==> src/rtl/forwarding_unit.sv <==
// Data-hazard forwarding unit for the 5-stage pipeline EX stage.
// Combinational bypass selects plus saturating forward-event counters.
module forwarding_unit (
    input  logic        clk,
    input  logic        reset_n,
    input  logic        MEM_RegWrite,
    input  logic        WB_RegWrite,
    input  logic [4:0]  MEM_write_register,
    input  logic [4:0]  WB_write_register,
    input  logic [4:0]  EX_rs,
    input  logic [4:0]  EX_rt,
    input  logic        count_clear,
    output logic [1:0]  Forward_in1_sel,
    output logic [1:0]  Forward_in2_sel,
    output logic [15:0] fwd_mem_count,
    output logic [15:0] fwd_wb_count
);

    localparam logic [1:0] SEL_RF  = 2'b00;
    localparam logic [1:0] SEL_WB  = 2'b01;
    localparam logic [1:0] SEL_MEM = 2'b10;

    logic        mem_hit_rs;
    logic        mem_hit_rt;
    logic        wb_hit_rs;
    logic        wb_hit_rt;
    logic [1:0]  mem_inc;
    logic [1:0]  wb_inc;
    logic [16:0] mem_sum;
    logic [16:0] wb_sum;
    logic [15:0] mem_cnt_d;
    logic [15:0] mem_cnt_q;
    logic [15:0] wb_cnt_d;
    logic [15:0] wb_cnt_q;

    // Hit detection; r0 is hardwired zero so it never forwards.
    always_comb begin
        mem_hit_rs = MEM_RegWrite && (MEM_write_register != 5'd0)
                     && (MEM_write_register == EX_rs);
        mem_hit_rt = MEM_RegWrite && (MEM_write_register != 5'd0)
                     && (MEM_write_register == EX_rt);
        wb_hit_rs  = WB_RegWrite && (WB_write_register != 5'd0)
                     && (WB_write_register == EX_rs);
        wb_hit_rt  = WB_RegWrite && (WB_write_register != 5'd0)
                     && (WB_write_register == EX_rt);
    end

    // Operand selects; MEM holds the younger value so it wins over WB.
    always_comb begin
        Forward_in1_sel = SEL_RF;
        Forward_in2_sel = SEL_RF;
        if (mem_hit_rs) begin
            Forward_in1_sel = SEL_MEM;
        end else if (wb_hit_rs) begin
            Forward_in1_sel = SEL_WB;
        end
        if (mem_hit_rt) begin
            Forward_in2_sel = SEL_MEM;
        end else if (wb_hit_rt) begin
            Forward_in2_sel = SEL_WB;
        end
    end

    // Next counter values: add 0..2 events, saturate, clear wins.
    always_comb begin
        mem_inc = {1'b0, Forward_in1_sel == SEL_MEM}
                + {1'b0, Forward_in2_sel == SEL_MEM};
        wb_inc  = {1'b0, Forward_in1_sel == SEL_WB}
                + {1'b0, Forward_in2_sel == SEL_WB};
        mem_sum = {1'b0, mem_cnt_q} + {15'd0, mem_inc};
        wb_sum  = {1'b0, wb_cnt_q} + {15'd0, wb_inc};
        mem_cnt_d = mem_sum[16] ? 16'hFFFF : mem_sum[15:0];
        wb_cnt_d  = wb_sum[16] ? 16'hFFFF : wb_sum[15:0];
        if (count_clear) begin
            mem_cnt_d = 16'd0;
            wb_cnt_d  = 16'd0;
        end
    end

    // Counter registers with asynchronous clear on reset.
    always_ff @(posedge clk or negedge reset_n) begin
        if (!reset_n) begin
            mem_cnt_q <= 16'd0;
            wb_cnt_q  <= 16'd0;
        end else begin
            mem_cnt_q <= mem_cnt_d;
            wb_cnt_q  <= wb_cnt_d;
        end
    end

    assign fwd_mem_count = mem_cnt_q;
    assign fwd_wb_count  = wb_cnt_q;

endmodule

==> config.mk <==
export PLATFORM = sky130hd
export DESIGN_NAME = forwarding_unit
export DESIGN_NICKNAME = d
export VERILOG_FILES = /design/src/rtl/forwarding_unit.sv
export SDC_FILE = /design/constraint.sdc
export NUM_CORES = 1
export LEC_CHECK = 0
export CORE_MARGIN = 8
export CORE_UTILIZATION = 30
export CTS_BUF_LIST = sky130_fd_sc_hd__clkbuf_8 sky130_fd_sc_hd__clkbuf_16
export CTS_CLUSTER_DIAMETER = 30
export CTS_CLUSTER_SIZE = 10
export DETAILED_ROUTE_END_ITERATION = 16
export PLACE_DENSITY = 0.65
export SLEW_MARGIN = 10
export SYNTH_ARGS = -nofsm -noshare
export SYNTH_HDL_FRONTEND = slang
export SYNTH_SLANG_ARGS = --single-unit
==> constraint.sdc <==
create_clock -name clk -period 2.3 [get_ports clk]
set_clock_uncertainty 0.1 [all_clocks]
set_input_delay 0.46 -clock clk [delete_from_list [all_inputs] [get_ports clk]]
set_output_delay 0.46 -clock clk [all_outputs]
set_load 0.02 [all_outputs]
==> run_results.csv <==
group,metric,value,unit
clock_network,path_clk_slew,70,ps
hold_path,hold_class,"input pin to asynchronous set/reset pin",
timing,rsz0062_at_grt,"yes",
die,die_w,96.5,um
grt,gr-total-overflow,0,
run,drv_cap,0,
timing,fin_ws,-664,ps
cells_and_area,areaGrowthSynthToFinish,82.0,%
route,dr.first_iter.drc_count,68,
route,vias_per_cell,5.10,
power_and_ir_drop,irDropWorstVdd,0.265,mV
timing,worstMarginPinSlew,486,ps
die,num_io_pins,61,
placed_design,numPortBuffers,60,
die,dieArea,9320,sq um
die,core_area,6310,sq um
grt,grt_use_total,14.4,%
synth,ys_warn_count,0,
timing,max-slew-margin-rel,67.5,%
synth,ys_seq_area_share,41.2,%
clock_network,h-tree-depth,2,
worst_setup_path,cp.arrival,3030,ps
worst_setup_path,worst_setup_path_end_kind,"flip-flop",
clock_network,hold_buffers,0,
synth,synthArstFlopShare,100,%
die,rows,29,
power_and_ir_drop,cellLeakagePower,0.00143,uW
cells_and_area,drive_gt1_share,48.1,%
synth,synth_edf_count,0,
synth,synth_seq_cells,32,
timing,fmax,0.337,GHz
grt,antenna_found_initial,0,
status,failed_checks,"setup timing",
power_and_ir_drop,power.density,351,nW/um^2
worst_setup_path,required,2370,ps
worst_setup_path,critPathKind,"input pin to flip-flop",
clock_network,cts_max_path_buffers,2,
cells_and_area,multi_input_area,1600,sq um
cells_and_area,finalNetCount,344,
die,start_util,30.8,%
cells_and_area,regArea,801,sq um
grt,grt_pass1_vias,2116,
power_and_ir_drop,seqPwrFrac,45.5,%
die,die_h,96.5,um
synth,postSynthCellCount,205,
synth,synth_flop_cell,"dfrtp_1",
grt,grt_pass1_wl,10.4,mm
clock_network,cts-root-buf,"clkbuf_8",
timing,setup_viol,35,
timing,finalCritPeriodShare,129,%
cells_and_area,final_cell_mix,"39 x buf_4, 35 x clkdlybuf4s50_1, 32 x dfrtp_1",
placed_design,finalWeightedCongestion,0.827,
placed_design,pre_cts_ws,-1460,ps
power_and_ir_drop,p_comb_share,17.2,%
power_and_ir_drop,p_sw,334,uW
power_and_ir_drop,p_int,907,uW
route,antenna_left,0,
clock_network,cts_tree,"yes",
synth,syn_area,1950,sq um
worst_setup_path,startpoint_type,"input pin",
timing,period_needed,2960,ps
clock_network,clkSinkCount,32,
status,outcome,"complete, but fails checks",
grt,grt_start_max_net_pins,33,
synth,avgSynthCellArea,9.49,sq um
route,post_drt_wl_per_cell,16.5,um
synth,syn_nets,234,
power_and_ir_drop,sw_frac_of_total,26.9,%
worst_setup_path,crit_fanout,5,
power_and_ir_drop,power_frac_clock,37.3,%
route,drt-total-wl,6.48,mm
clock_network,insertion_delay,290,ps
synth,synthDistinctLibCells,37,
cells_and_area,stdcell_count,393,
placed_design,post-dp-hpwl,4.34,mm
route,vias,2003,
route,drc_errors,0,
timing,hold_viol,0,
clock_network,cts_buffers,5,
timing,slew_viol_final,0,
route,dr.pass1.iters,4,
cells_and_area,fillers,574,
cells_and_area,n_antenna_cell,0,
cells_and_area,final_common_cell,"buf_4",
placed_design,dp.cells,368,
## final cells by class
cell class,instances,area share [%]
Clock buffer,6,2.33
Timing Repair Buffer,108,26.0
Multi-Input combinational cell,159,45.1
Inverter,9,0.954
Tap cell,77,2.72
Sequential cell,32,22.6
Clock inverter,2,0.283
## registers in the layout, indices dropped and copies added (netlist names)
name,cells
fwd_mem_count,16
fwd_wb_count,16
## metrics by stage
step           setup TNS (ps)  utilization (%)  total power (uW)  area, sq um  hold WS [ps]
2_1_floorplan          -16110                -               638         2130          64.4
3_3_place_gp           -37670             48.1               759         3030           478
3_5_place_dp           -40250             48.1               762         3030           479
4_1_cts                -15040             54.3              1250         3430           492
5_1_grt                -18890             56.1              1310         3540           511
6_report               -15490             56.1              1240         3540           475
## cells in the mapped netlist, drive strengths merged, types with 7 or more instances
cell type	n	share of area, %
inv	9	1.7
a21oi	25	6.6
xnor2	21	9.5
nor2	10	1.9
nand4	10	3.9
dfrtp	32	41
nor3	7	1.8
nand3	8	2.1
nand2	10	1.9
nor4	13	4.2
xor2	15	6.8
## layer usage
metal	global-route usage (%)	vias to the layer above	routed length, um
li1	-	972	-
met1	17.3	970	2760
met2	24.7	51	3310
met3	3.09	10	317
met4	5.17	0	91
met5	0	-	0
## kinds of logic (layout without fill, tap and decap cells)
family                     after synthesis  after routing  synth area share [%]
and+or+nand+nor                         73             75                  21.6
adders and majority gates                4              4                  3.34
muxes                                    3              3                  1.54
buffers and inverters                   16            125                  3.92
xor gates and xnor gates                36             36                  16.2
AOI/OAI and AO/OA                       41             41                  12.2
DFF                                     32             32                  41.2
## power groups by stage
stage | Sequential, uW | Clock (uW) | Combinational (uW)
after floorplan | 578 | 0 | 60.2
after global placement | 576 | 0 | 183
after detailed placement | 576 | 0 | 185
after CTS | 565 | 477 | 206
after global routing | 565 | 511 | 230
final | 565 | 463 | 214
## critical path, stage by stage
cell and delay, ps:
buf_6 90, or4_4 540, o21ai_4 220, buf_6 130, nor4_4 50, nor4_4 200
fa_2 310, ha_4 160, nand4_4 150, buf_6 160, or3_4 370, o21ai_2 80
a211oi_2 100
## path summary, 6_finish.rpt
path / startpoint / to / slack [ps] / cells past startpoint
worst max-delay path: MEM_write_register[2] / fwd_wb_count[8] / -660 / 13
worst min-delay path: reset_n / fwd_mem_count[9] / 480 / 2
worst max register to register: fwd_wb_count[12] / fwd_wb_count[5] / 300 / 4
worst min register to register: fwd_mem_count[11] / fwd_mem_count[11] / 490 / 2
max in group asynchronous: reset_n / fwd_mem_count[4] / 1320 / 2
min in group clk: fwd_mem_count[11] / fwd_mem_count[11] / 490 / 2
## repair_timing
item                       4_1_cts  5_1_grt
cloned                           2        0
pin swaps                       25       18
gates resized for setup        109       40
buffers inserted                10        6
setup endpoints to repair       36       36
Note: power is estimated with default switching activity, not from simulation.
